$ cat src/rtl/dp_bank_ctrl.sv
// Bank rotation controller for a DP fill array with a shared traceback engine.
// Filled banks queue for traceback; the fill side stalls when the next bank is still owned.
module dp_bank_ctrl #(
  parameter int NUM_BANKS = 2,
  parameter int BANK_W    = 1,
  parameter int TBV_PULSE = 3
) (
  input  logic                 clk,
  input  logic                 reset_i,
  input  logic                 new_seq,
  input  logic                 tb_busy,
  input  logic                 tb_done,
  output logic [BANK_W-1:0]    fill_bank,
  output logic                 fill_active,
  output logic                 stall,
  output logic                 tb_valid,
  output logic [BANK_W-1:0]    tb_bank,
  output logic [NUM_BANKS-1:0] bank_full,
  output logic                 overflow
);

  typedef enum logic [1:0] {IDLE, FILL, STALL} state_t;

  localparam logic [BANK_W-1:0] LAST = BANK_W'(NUM_BANKS - 1);

  state_t state;
  logic q, qq, ev;
  logic [BANK_W-1:0] fifo [NUM_BANKS];
  logic [BANK_W-1:0] rd_ptr, wr_ptr;
  logic [BANK_W:0] cnt;
  logic in_flight;
  logic [3:0] pcnt;

  logic [BANK_W-1:0] nxt;
  logic rel, push, pop;
  logic [NUM_BANKS-1:0] rel_mask, set_mask, full_rel;

  function automatic logic [BANK_W-1:0] inc(input logic [BANK_W-1:0] p);
    return (p == LAST) ? '0 : p + BANK_W'(1);
  endfunction

  assign nxt      = inc(fill_bank);
  assign rel      = tb_done & in_flight;
  assign push     = (state == FILL) & ev;
  assign pop      = (cnt != '0) & ~in_flight & ~tb_busy;
  assign rel_mask = rel ? (NUM_BANKS'(1) << tb_bank) : '0;
  assign set_mask = push ? (NUM_BANKS'(1) << fill_bank) : '0;
  // release is applied before the advance decision looks at the next bank
  assign full_rel = bank_full & ~rel_mask;

  always_ff @(posedge clk) begin
    if (push) fifo[wr_ptr] <= fill_bank;
  end

  always_ff @(posedge clk or negedge reset_i) begin
    if (!reset_i) begin
      state       <= IDLE;
      q           <= 1'b0;
      qq          <= 1'b0;
      ev          <= 1'b0;
      fill_bank   <= '0;
      fill_active <= 1'b0;
      stall       <= 1'b0;
      tb_valid    <= 1'b0;
      tb_bank     <= '0;
      bank_full   <= '0;
      overflow    <= 1'b0;
      rd_ptr      <= '0;
      wr_ptr      <= '0;
      cnt         <= '0;
      in_flight   <= 1'b0;
      pcnt        <= '0;
    end else begin
      q         <= new_seq;
      qq        <= q;
      ev        <= q & ~qq;
      bank_full <= full_rel | set_mask;
      cnt       <= cnt + {{BANK_W{1'b0}}, push} - {{BANK_W{1'b0}}, pop};
      if (push) wr_ptr <= inc(wr_ptr);

      if (pop) begin
        tb_bank   <= fifo[rd_ptr];
        rd_ptr    <= inc(rd_ptr);
        in_flight <= 1'b1;
        pcnt      <= 4'(TBV_PULSE);
        tb_valid  <= 1'b1;
      end else if (rel) begin
        in_flight <= 1'b0;
        pcnt      <= '0;
        tb_valid  <= 1'b0;
      end else if (pcnt != '0) begin
        pcnt     <= pcnt - 4'd1;
        tb_valid <= (pcnt > 4'd1);
      end

      unique case (state)
        IDLE: begin
          if (ev) begin
            state       <= FILL;
            fill_bank   <= '0;
            fill_active <= 1'b1;
          end
        end
        FILL: begin
          if (ev) begin
            if (!full_rel[nxt]) begin
              fill_bank <= nxt;
            end else begin
              state       <= STALL;
              fill_active <= 1'b0;
              stall       <= 1'b1;
            end
          end
        end
        STALL: begin
          if (!full_rel[nxt]) begin
            state       <= FILL;
            fill_bank   <= nxt;
            fill_active <= 1'b1;
            stall       <= 1'b0;
          end else if (ev) begin
            overflow <= 1'b1;
          end
        end
        default: state <= IDLE;
      endcase
    end
  end

endmodule

$ cat config.mk
export PLATFORM = sky130hd
export DESIGN_NAME = dp_bank_ctrl
export DESIGN_NICKNAME = d
export VERILOG_FILES = /design/src/rtl/dp_bank_ctrl.sv
export SDC_FILE = /design/constraint.sdc
export NUM_CORES = 1
export LEC_CHECK = 0
export CAP_MARGIN = 20
export CORE_ASPECT_RATIO = 0.5
export CORE_UTILIZATION = 40
export DETAILED_ROUTE_END_ITERATION = 12
export PLACE_DENSITY = 0.68
export SETUP_SLACK_MARGIN = 0.02
export SYNTH_ARGS = -nofsm -noshare
export SYNTH_HDL_FRONTEND = slang
export SYNTH_SLANG_ARGS = --single-unit
$ cat constraint.sdc
create_clock -name clk -period 2.2 [get_ports clk]
set_clock_uncertainty 0.1 [all_clocks]
set_input_delay 0.44 -clock clk [delete_from_list [all_inputs] [get_ports clk]]
set_output_delay 0.44 -clock clk [all_outputs]
set_load 0.05 [all_outputs]
Word level (Yosys, flattened, before mapping)
Memories as Yosys holds them, arrays and structs flattened. A register that Yosys moved wholly into a read port is not among the register bits.
Cells that the tools add are included.
{"block": "totals", "mem_bits_rw": 2, "output_inout_bits": 8, "word_cells": 91, "memories": 1, "in_bits": 5, "ff_bits": 21}
{"memory": "fifo", "depth": 2, "width": 1, "read_ports": 1, "rd_clocked_by_memory_dff": 1, "wr": 1, "line": "28", "rtl": "logic [BANK_W-1:0] fifo [NUM_BANKS];"}
{"block": "op_classes", "eq_ne": 6, "n_mux": 35, "shifts": 2, "n_lt_le_gt_ge": 2, "n_reduce_logical": 13, "n_bitwise": 11, "addsub": 6}
{"operator": "$mux W1", "n": 22}
{"operator": "$mux W2", "n": 6}
{"operator": "$mux W4", "n": 3}
{"operator": "$reduce_and A4 Y1", "n": 2}
{"operator": "$ne A2 B2 Y1 const B", "n": 3}
{"operator": "$pmux W1 S3", "n": 2}
{"operator": "$pmux W2 S3", "n": 1}
{"operator": "$reduce_and A3 Y1", "n": 2}
{"operator": "$reduce_bool A2 Y1", "n": 3}
{"operator": "$reduce_bool A3 Y1", "n": 2}
{"operator": "$and A1 B1 Y1", "n": 5}
{"operator": "$reduce_and A5 Y1", "n": 1}
{"operator": "$gt A4 B1 Y1 const B", "n": 1}
{"operator": "$reduce_bool A4 Y1", "n": 1}
{"operator": "$shl A1 B1 Y2 const A", "n": 2}
{"operator": "$sub A4 B1 Y4 const B", "n": 1}
{"operator": "$add A1 B1 Y1 const B", "n": 3}
{"operator": "$not A1 Y1", "n": 3}
{"operator": "$add A2 B1 Y2", "n": 1}
{"operator": "$and A2 B2 Y2", "n": 1}
{"operator": "$eq A2 B1 Y1 const B", "n": 1}
{"operator": "$eq A2 B2 Y1 const B", "n": 1}
{"operator": "$logic_not A2 Y1", "n": 1}
{"operator": "$lt A1 B2 Y1 const B", "n": 1}
{"operator": "6 further kinds", "n": 6}

Longest topological paths before layout
Gate-level depths: netlist of the first run.
{"block": "logic_depth", "word_depth": 9, "ltp_mapped": 8, "mapped_depth_nobuf": 8}

Worst setup path before layout of the first run
No wires, ideal clock.
{"block": "synth_timing", "path_kind": "register to register", "from": "register fill_bank", "to": "register state[1]", "n_path_buf": 0, "period_less_slack_ps": 1968, "setup_ps": 128, "stages_incl_launch_ff": 5, "setup_slack_ps": 232, "t_arrival_ps": 1741, "t_required_ps": 1972, "cell_sequence": "dfrtp_1 -> xor2_1 -> a21o_1 -> a211oi_2 -> mux2_1"}
{"block": "synth_via", "elab_chain_len": 6, "word_cells_on_any_way": 7, "cone_classes": "add/sub: 1; eq/ne: 2; mux: 3; reduce/logical: 1"}
{"element": "from (decl)", "line": "13", "rtl": "output logic [BANK_W-1:0] fill_bank,"}
{"element": "from (signal assigned)", "line": "107", "rtl": "fill_bank <= nxt;"}
{"element": "from (signal assigned)", "line": "118", "rtl": "fill_bank <= nxt;"}
{"element": "$add A1 B1 Y1", "line": "39", "rtl": "return (p == LAST) ? '0 : p + BANK_W'(1);"}
{"element": "$mux W1 (*)", "line": "39"}
{"element": "$mux W1 (implied by the code) (*) (2 in series)", "line": "106, 116"}
{"element": "$ne A2 B2 Y1 (no line) or $ne A2 B1 Y1 (tied branches)"}
{"element": "$reduce_and A4 Y1 (no line) (*)"}
{"element": "to (signal assigned)", "line": "109", "rtl": "state <= STALL;"}
{"element": "to (signal assigned)", "line": "117", "rtl": "state <= FILL;"}
{"element": "to (signal assigned)", "line": "125", "rtl": "default: state <= IDLE;"}
{"element": "to (decl)", "line": "26", "rtl": "state_t state;"}
Mark *: on every way between the ends. The rest lies on a longest branch, timed or not. The select of a mux whose other input is x is not followed.
A chain may end at the register's enable or synchronous reset.

Final worst setup path of the first run
{"block": "layout_timing", "from": "register fill_active", "to": "output port fill_active"}
{"element": "from (decl)", "line": "14", "rtl": "output logic fill_active,"}
{"element": "from (signal assigned)", "line": "62", "rtl": "fill_active <= 1'b0;"}
{"element": "from (signal assigned)", "line": "101", "rtl": "fill_active <= 1'b1;"}
{"element": "from (signal assigned)", "line": "110", "rtl": "fill_active <= 1'b0;"}
No word-level cell between the ends.

==> results of run 1 <==
-- path summary, 6_finish.rpt --
| kind | startpoint | end | cells after the start | slack [ns] |
|---|---|---|---|---|
| worst max-delay path | fill_active | fill_active | 1 | 0.17 |
| worst min-delay path | q | qq | 0 | 0.28 |
| worst max register to register | state[1] | cnt[1] | 8 | 0.24 |
| worst min register to register | q | qq | 0 | 0.28 |
| max in group asynchronous | reset_i | qq | 2 | 1.37 |
| min in group asynchronous | reset_i | rd_ptr | 2 | 0.41 |
-- cell type report --
| type | instances | area [sq um] | area share [%] |
|---|---|---|---|
| Clock buffer | 3 | 41.29 | 2.900 |
| Clock inverter | 1 | 30.03 | 2.109 |
| Inverter | 8 | 30.03 | 2.109 |
| Multi-Input combinational cell | 71 | 508.0 | 35.68 |
| Sequential cell | 24 | 610.6 | 42.88 |
| Tap cell | 37 | 46.29 | 3.251 |
| Timing Repair Buffer | 17 | 157.7 | 11.07 |
-- timing repair --
action	4_1_cts	5_1_grt
endpoints found under the hold margin	0	0
setup endpoints to repair	0	1
gates resized for setup	0	1
-- Yosys cell counts (2+ instances only) --
cell	n	area, sq um
xnor2_1	5	43.79
o21ai_0	9	45.04
nand3_1	3	15.01
inv_1	8	30.03
a21oi_1	4	20.02
mux2i_1	3	30.03
ha_1	9	112.6
dfrtp_1	22	550.5
edfxtp_1	2	60.06
nor2_1	7	26.28
nand2_1	7	26.28
-- logic make-up after synthesis --
kind of cell	after synthesis	share of synthesized area [%]
compound gates	26	15.36
xor+xnor	6	4.575
fa+ha+maj	9	9.804
buf+inv	8	2.614
flops	24	53.16
mux	4	3.595
simple gates	26	10.90
-- sequential cells by signal, summed over array words and instances (netlist names), 2 cells and up --
register and flops:
state 2, fifo 2, pcnt 4, bank_full 2, cnt 2
-- cell usage in the layout, fill, tap and decap left out, types with 2 or more instances in the layout --
| cell type | synthesis | routed |
|---|---|---|
| dfrtp_1 | 22 | 22 |
| clkdlybuf4s50_1 | 0 | 10 |
| o21ai_0 | 9 | 9 |
| ha_1 | 9 | 9 |
| inv_1 | 8 | 8 |
| nor2_1 | 7 | 7 |
| nand2_1 | 7 | 7 |
| buf_4 | 0 | 6 |
| xnor2_1 | 5 | 5 |
| a21oi_1 | 4 | 4 |
| nand3_1 | 3 | 3 |
| mux2i_1 | 3 | 3 |
| clkbuf_8 | 0 | 3 |
| edfxtp_1 | 2 | 2 |
-- power breakdown --
| part | leakage (nW) | switching, mW | internal (mW) | total [mW] |
|---|---|---|---|---|
| logic | 0.346 | 0.642 | 0.478 | 1.12 |
| clock network | 0.0357 | 0.142 | 0.243 | 0.385 |
| registers | 0.281 | 0.158 | 0.623 | 0.781 |
-- metrics by stage --
stage | total power, mW | setup WS (ns) | util (%)
6_report | 2.286 | 0.1737 | 53.70
5_1_grt | 2.442 | 0.1106 | 53.70
4_1_cts | 2.303 | 0.07471 | 53.61
3_5_place_dp | 1.907 | 0.07064 | 50.92
3_3_place_gp | 1.885 | 0.1189 | 50.92
2_1_floorplan | 1.574 | 0.2318 | -
-- per-layer routing --
metal | vias to the layer above | global-route usage, %
met5 | - | 0
met4 | 0 | 7.075
met3 | 4 | 4.884
met2 | 8 | 26.11
met1 | 372 | 18.00
li1 | 403 | -
==> results.yml, run 1 <==
clock_network:
  clkSlewWorstSetupHoldPaths_ns: 0.08
  numCtsBuffers: 3
  cts_buffer_depth: 2
  clkSinkCount: 24
  cts_setup_buffers: 0
  cts_hold_buf: 0
  cts_root_buffer: "clkbuf_8"
  htreeDepth: 1
  clock_latency_ns: 0.27
  cts_tree: "done"
synth:
  ys_seq_area_share_pct: 53.16
  synth_cell_types: 35
  ys_ff_latch: 24
  syn-num-nets: 117
  synth_ff_type: "dfrtp_1"
  yosys_warnings: 0
  synth-edff-count: 2
  postSynthAreaPerCell_sq_um: 11.15
  synth_cells: 103
  synth_area_sq_mm: 0.001149
  synthArstFlopShare_pct: 91.67
timing:
  grt_setup_unrepaired: "false"
  max_clock_freq_ghz: 0.4935
  final-setup-viol-count: 0
  max_slew.worst_pin.slew_ns: 0.4985
  hold_violations: 0
  period_needed_ns: 2.026
  maxSlewHeadroom_pct: 66.66
  drv_slew: 0
  tns_ns: 0
  post-route-period-util_pct: 92.11
  hold_ws_ns: 0.2761
critical_path:
  cp_max_fo: 3
  start_kind: "flop"
  cpPeakStageDelay_ns: 0.82
  crit_family: "buffers and inverters"
  cp.arrival_ns: 1.49
  critPathSlowestCell: "clkdlybuf4s50_1"
  crit_required_ns: 1.66
  end_kind: "primary output"
  cp_num_buf_inv: 1
  cp_cell_sequence: "clkdlybuf4s50_1"
  critPathKind: "reg2out"
pwr:
  p_leak_nw: 0.6634
  ir_drop_v: 0.0006504
  powerDensity_mw_per_mm2: 1605
final_layout:
  design_area_sq_mm: 0.001424
  antenna_cells: 0
  drive_above_1_share_pct: 11.29
  fillers: 236
  final_cell_count_no_fill: 161
  area_growth_pct: 23.97
  fin_nets: 139
detailed_routing:
  first_pass_iters: 3
  wl_per_cell_microns: 12.57
  routed_wl_microns: 2023
  ant_nets: 0
  drtIter0Drc: 19
  route.met2.wl_microns: 923
  drcViolationCount: 0
  highest_layer: "met4"
  via_count: 787
  via_per_inst: 4.888
  wl_met3_microns: 49
  m1WireLength_microns: 1025
grt:
  grt_overflow: 0
  grt_pass1_wl_microns: 3243
  antenna_found_initial: 0
  grt_usage_pct: 15.18
  grt_pass1_vias: 686
  grt_max_degree: 23
floorplanning:
  start_util_pct: 43.32
  dieWidth_microns: 77.78
  pin_count: 13
  core_area_sq_mm: 0.002651
  die_h_microns: 39.89
  rows: 13
  dieArea_sq_mm: 0.003103
place:
  gp_congestion: 0.7750
  numPortBuffers: 12
  dpl_cell_area_sq_mm: 0.001350
  place_inst: 157
  hpwl_microns: 1503
min_path:
  min_path_type: "reg2reg"
flow_run:
  maxCapViolCount: 0
status:
  status: "finished clean"
Note: power is estimated with default switching activity, not from simulation.
==> run 2: changes to the inputs <==
- CELL_PAD_IN_SITES_DETAIL_PLACEMENT: unset -> 1
- CELL_PAD_IN_SITES_GLOBAL_PLACEMENT: unset -> 1
- PLACE_DENSITY: 0.68 -> 0.8
- SKIP_CTS_REPAIR_TIMING: unset -> 1
==> results.yml, run 2 (synthesis results as in run 1) <==
final_layout:
  top_register: "pcnt"
  design_area_sq_mm: 0.001398
  layout_common_cells: "22 x dfrtp_1, 10 x clkdlybuf4s50_1, 9 x o21ai_0, 9 x ha_1, 8 x inv_1"
  final_common_cell: "dfrtp_1"
  area_growth_pct: 21.68
  largest_reg_flops: 4
  fin_nets: 139
  antenna_cells: 0
  drive_above_1_share_pct: 10.48
clock_network:
  cts_root_buffer: "clkbuf_8"
  clock_latency_ns: 0.26
  cts_buffer_depth: 2
  cts_tree: "done"
  clkSinkCount: 24
  numCtsBuffers: 3
  htreeDepth: 1
  clkSlewWorstSetupHoldPaths_ns: 0.08
critical_path:
  critPathKind: "reg2out"
  cp_num_buf_inv: 1
  cp_cell_sequence: "clkdlybuf4s50_1"
  critPathSlowestCell: "clkdlybuf4s50_1"
  crit_family: "buffers and inverters"
  crit_required_ns: 1.66
  end_kind: "primary output"
  cp.arrival_ns: 1.48
  start_kind: "flop"
  cpPeakStageDelay_ns: 0.83
  cp_max_fo: 3
  r2r_cells: 8
  cp_num_cells: 1
min_path:
  hold_depth: 0
  min_path_type: "reg2reg"
detailed_routing:
  ant_nets: 0
  wl_per_cell_microns: 14.60
  first_pass_iters: 4
  drtIter0Drc: 20
  via_per_inst: 5.012
  drcViolationCount: 0
  via_count: 807
  routed_wl_microns: 2351
pwr:
  powerDensity_mw_per_mm2: 1579
  p_leak_nw: 0.6512
  ir_drop_v: 0.0006403
grt:
  grt_max_degree: 23
  grt_overflow: 0
  antenna_found_initial: 0
  grt_pass1_vias: 825
  grt_pass1_wl_microns: 3808
  grt_usage_pct: 17.29
timing:
  drv_slew: 0
  hold_violations: 0
  grt_setup_unrepaired: "false"
  maxSlewHeadroom_pct: 65.09
  max_slew.worst_pin.slew_ns: 0.5219
  period_needed_ns: 2.021
  max_clock_freq_ghz: 0.4949
  final-setup-viol-count: 0
  post-route-period-util_pct: 91.85
  setup_slack_ns: 0.1793
  tns_ns: 0
floorplanning:
  start_util_pct: 43.32
  dieWidth_microns: 77.78
  pin_count: 13
  core_area_sq_mm: 0.002651
  rows: 13
  die_h_microns: 39.89
  dieArea_sq_mm: 0.003103
status:
  status: "finished clean"
flow_run:
  maxCapViolCount: 0
place:
  hpwl_microns: 1825
  gp_congestion: 0.7408
  place_ws_ns: 0.04696
  dpl_cell_area_sq_mm: 0.001350
  numPortBuffers: 12
[run 2: cell types whose count changed in the layout (fill, tap and decap cells not counted)]
cell       delta
bufinv_16     -1
clkinv_1      +1
[run 2: per-stage QoR]
stage	hold WS, ns	util [%]	std cells	total power [mW]
detailed placement	0.2628	50.92	157	1.966
floorplan	0.04441	-	103	1.574
finish	0.2808	52.71	161	2.207
global route	0.3003	52.71	161	2.368
global placement	0.2543	50.92	157	1.892
CTS	0.2815	52.62	161	2.236
[run 2: layout make-up]
cell class	count	area (sq um)
flip-flops and latches	24	610.6
clock buffers	3	41.29
repair buffers	17	157.7
clock inverters	1	3.754
inverters	8	30.03
fillers	295	1254
multi-input cells	71	508.0
well taps	37	46.29
[run 2: report_power, final]
group          leakage, nW  internal (mW)  switching [mW]
sequential           0.281          0.623           0.161
combinational        0.347          0.486           0.673
clock               0.0231          0.125           0.139
[run 2: metal layers]
layer,vias up,track usage (%),part of all wire [%]
met2,6,32.96,51
met4,0,2.830,0
li1,401,-,-
met5,-,0,0
met1,400,19.94,47
met3,0,5.581,2.0
[run 2: path summary, 6_finish.rpt]
check | startpoint | endpoint | slack, ns
max | bank_full[1] | bank_full[1] | 0.18
min | q | qq | 0.28
max reg2reg | state[1] | cnt[1] | 0.22
min reg2reg | q | qq | 0.28
max in group asynchronous | reset_i | fill_bank | 1.35
min in group asynchronous | reset_i | tb_valid | 0.42
==> run 3: changes to the inputs <==
- CORE_UTILIZATION: 40 -> 43
- PLACE_DENSITY: 0.8 -> 0.85
- SKIP_CTS_REPAIR_TIMING: 1 -> unset
==> results.yml, run 3 (synthesis results as in run 1) <==
grt:
  antenna_found_initial: 0
  grt_max_degree: 23
  grt_overflow: 0
  grt_pass1_vias: 857
  grt_pass1_wl_microns: 3926
  grt_usage_pct: 19.79
clock_network:
  clock_latency_ns: 0.27
  cts_buffer_depth: 2
  htreeDepth: 1
  cts_hold_buf: 0
  clkSlewWorstSetupHoldPaths_ns: 0.09
  cts_setup_buffers: 0
  numCtsBuffers: 3
  cts_tree: "done"
  clkSinkCount: 24
  cts_root_buffer: "clkbuf_8"
timing:
  post-route-period-util_pct: 93.08
  grt_setup_unrepaired: "false"
  final-setup-viol-count: 0
  max_clock_freq_ghz: 0.4883
  max_slew.worst_pin.slew_ns: 0.5332
  hold_violations: 0
  tns_ns: 0
  period_needed_ns: 2.048
  hold_ws_ns: 0.2868
  drv_slew: 0
  maxSlewHeadroom_pct: 64.39
floorplanning:
  pin_count: 13
  start_util_pct: 48.42
  die_h_microns: 38.55
  dieWidth_microns: 75.09
  dieArea_sq_mm: 0.002894
  core_area_sq_mm: 0.002372
  rows: 12
min_path:
  min_path_type: "reg2reg"
critical_path:
  cp_common_cell: "ha_1"
  critPathSlowestCell: "dfrtp_1"
  start_kind: "flop"
  end_kind: "flop"
  cpPeakStageDelay_ns: 0.42
  cp_num_buf_inv: 2
  crit_required_ns: 2.30
  cp_cell_sequence: "inv_1 > ha_1 > nand2_1 > ha_1 > inv_1 > ha_1 > xnor2_1 > xnor2_1"
  critPathKind: "reg2reg"
  cp_max_fo: 7
  cp.arrival_ns: 2.14
  crit_family: "adder cells"
flow_run:
  maxCapViolCount: 0
place:
  gp_congestion: 0.7489
  numPortBuffers: 12
  hpwl_microns: 1738
  place_inst: 154
  dpl_cell_area_sq_mm: 0.001340
final_layout:
  drive_above_1_share_pct: 10.57
  largest_reg_flops: 4
  layout_common_cells: "22 x dfrtp_1, 10 x clkdlybuf4s50_1, 9 x o21ai_0, 9 x ha_1, 8 x inv_1"
  top_register: "pcnt"
  fillers: 280
  antenna_cells: 0
  final_cell_count_no_fill: 158
  final_util_pct: 59.60
  final_common_cell: "dfrtp_1"
  design_area_sq_mm: 0.001414
  fin_nets: 138
  area_growth_pct: 23.09
pwr:
  powerDensity_mw_per_mm2: 1643
  p_leak_nw: 0.6596
  ir_drop_v: 0.0007269
detailed_routing:
  first_pass_iters: 3
  drcViolationCount: 0
  routed_wl_microns: 2321
  via_per_inst: 5.165
  drtIter0Drc: 36
  ant_nets: 0
  wl_per_cell_microns: 14.69
  via_count: 816
status:
  status: "finished clean"
run 3: worst register-to-register path: cells and delay by family (launching register included):
family / cells / cell delay (ns)
AND/OR/NAND/NOR: 1 / 0.19
adder cells (fa/ha/maj): 3 / 0.82
buffers and inverters: 2 / 0.17
XOR/XNOR: 2 / 0.30
flip-flops: 1 / 0.42
run 3: layout make-up:
cell class                 count  area (sq um)  area share [%]
clock buffer                   3         41.29           2.920
clock inverter                 1         30.03           2.124
inverter                       8         30.03           2.124
multi-input combinational     71         508.0           35.93
sequential                    24         610.6           43.19
tap                           35         43.79           3.097
timing repair buffer          16         150.1           10.62
run 3: path summary, 6_finish.rpt:
check / cells past startpoint / from / slack (ns) / to
min in group asynchronous: 2 / reset_i / 0.41 / cnt[0]
max in group asynchronous: 2 / reset_i / 1.36 / stall
max: 8 / state[1] / 0.15 / cnt[1]
min: 0 / q / 0.29 / qq
min reg2reg: 0 / q / 0.29 / qq
max reg2reg: 8 / state[1] / 0.15 / cnt[1]
run 3: per-layer routing:
layer | GRT usage, % | up-vias | share of wire, %
li1 | - | 398 | -
met1 | 23.59 | 410 | 47
met2 | 35.59 | 6 | 50
met3 | 6.316 | 2 | 2.6
met4 | 4.245 | 0 | 0.47
met5 | 0 | - | 0
run 3: timing repair:
item,4_1_cts,5_1_grt
resized for setup,0,1
endpoints found under the hold margin,0,0
setup endpoints to repair,0,1
run 3: where the power goes:
group	switching (mW)	internal [mW]	total, mW
logic	0.671	0.481	1.15
clock network	0.139	0.243	0.382
registers	0.165	0.623	0.789
total	0.976	1.35	2.32
run 3: through the flow:
stage	total power, mW	setup WS, ns
finish	2.323	0.1522
global route	2.490	0.04031
CTS	2.354	0.04515
global placement	1.884	0.08859
detailed placement	1.952	0.04418
floorplan	1.574	0.2318
==> RTL change (config.mk and constraints of run 1) <==
Put one more register stage on the output `overflow`, cleared by the reset. The value now appears one clock later. The other outputs are not delayed to match.
--- a/src/rtl/dp_bank_ctrl.sv
+++ b/src/rtl/dp_bank_ctrl.sv
@@ -22,6 +22,8 @@
   typedef enum logic [1:0] {IDLE, FILL, STALL} state_t;
 
   localparam logic [BANK_W-1:0] LAST = BANK_W'(NUM_BANKS - 1);
+
+  logic overflow_s0;
 
   state_t state;
   logic q, qq, ev;
@@ -64,7 +66,7 @@
       tb_valid    <= 1'b0;
       tb_bank     <= '0;
       bank_full   <= '0;
-      overflow    <= 1'b0;
+      overflow_s0 <= 1'b0;
       rd_ptr      <= '0;
       wr_ptr      <= '0;
       cnt         <= '0;
@@ -119,7 +121,7 @@
             fill_active <= 1'b1;
             stall       <= 1'b0;
           end else if (ev) begin
-            overflow <= 1'b1;
+            overflow_s0 <= 1'b1;
           end
         end
         default: state <= IDLE;
@@ -127,5 +129,13 @@
     end
   end
 
+  always_ff @(posedge clk or negedge reset_i) begin
+    if (!reset_i) begin
+      overflow <= '0;
+    end else begin
+      overflow <= overflow_s0;
+    end
+  end
+
 endmodule
 
Formal check against the unedited RTL: not equivalent (a bounded check fails within 10 cycles, from zero or initial values and one cycle with reset_i low).
==> RTL change against run 1 <==
- power down 0.89%
- largest power group unchanged
- synthesized area up 4.8%
- non-clock buffer count decreased by 2
- global-route usage down 1.4 points
- setup slack lost 0.084 ns
- sequential share of layout area increased by 1.6 points
- sequential cell count increased by 1
- register-to-register slack got worse by 0.02 ns
- design area rose by 0.26%
- clock power is 30% lower
- routed wire length decreased by 6.0%
- first-iteration DRC count up 47%
==> RTL change: results (changes against run 1) <==
- Syn nets: 114 (was 117)
- Sequential fraction of the synthesis area: 52.81% (was 53.16%)
- Largest net degree at the start of global routing: 24 (was 23)
- DR vias: 784 (was 787)
- Layout fillers: 240 (was 236)
- Seq cells post-synth: 25 (was 24)
- Leakage: 0.6225 nW (was 0.6634 nW)
- Synth area leaders: dfrtp_1 (48%), ha_1 (9.4%), edfxtp_1 (5.0%), xnor2_1 (4.4%), o21ai_0 (3.3%) (was dfrtp_1 (48%), ha_1 (9.8%), edfxtp_1 (5.2%), o21ai_0 (3.9%), xnor2_1 (3.8%))
- Fraction of area in multi-input gates: 36.90% (was 35.68%)
- Area Overhead vs Synth: 18.61% (was 23.97%)
- Max FO, Critical Path: 6 (was 3)
- Layout non-clock buf frac: 9.816% (was 11.07%)
- First-pass GRT wire length: 3.222 mm (was 3.243 mm)
- Core Util, Final: 52.56% (was 53.70%)
- Final GP Congestion: 0.7351 (was 0.7750)
- Bufs w/o clock: 15 (was 17)
- Initial drt markers: 28 (was 19)
- Hpwl dp: 1.389 mm (was 1.503 mm)
- Vias per inst: 5.058 (was 4.888)
- Proportion of layout cells with a drive suffix above 1: 15.25% (was 11.29%)
- Final nets: 133 (was 139)
- Ys async rst share: 92.00% (was 91.67%)
- #MultiIn Comb: 66 (was 71)
- Max-slew headroom: 66.15% (was 66.66%)
- Worst Path Arrival: 1.57 ns (was 1.49 ns)
- Largest stage delay, worst path: 0.84 ns (was 0.82 ns)
- Status: finished clean (unchanged)
- DP Cell Count: 151 (was 157)
## RTL change: worst register-to-register path: stages, from the launching register on
cell and delay [ns]:
dfrtp_1 0.43, inv_1 0.12, ha_1 0.31, nand2_1 0.13
ha_1 0.29, inv_1 0.04, ha_1 0.18, xnor2_1 0.18
xnor2_1 0.14
## RTL change: power breakdown
group,total (mW),internal [mW],switching [mW],leakage (nW)
logic,1.18,0.516,0.669,0.308
registers,0.813,0.652,0.161,0.293
clock network,0.268,0.128,0.140,0.0217
## RTL change: logic make-up after synthesis
| kind of cell | Yosys count | synth area share (%) |
|---|---|---|
| compound gates | 30 | 18.30 |
| flops | 25 | 52.81 |
| simple gates | 16 | 6.654 |
| buf+inv | 9 | 3.430 |
| fa+ha+maj | 9 | 9.356 |
| xor+xnor | 6 | 4.366 |
| mux | 5 | 5.094 |
## RTL change: layer usage
metal	vias to the layer above	wire (um)	global-route usage [%]
met3	2	83	4.444
met1	376	919	15.68
met2	14	885	25.64
met5	-	0	0
li1	392	-	-
met4	0	12	5.455
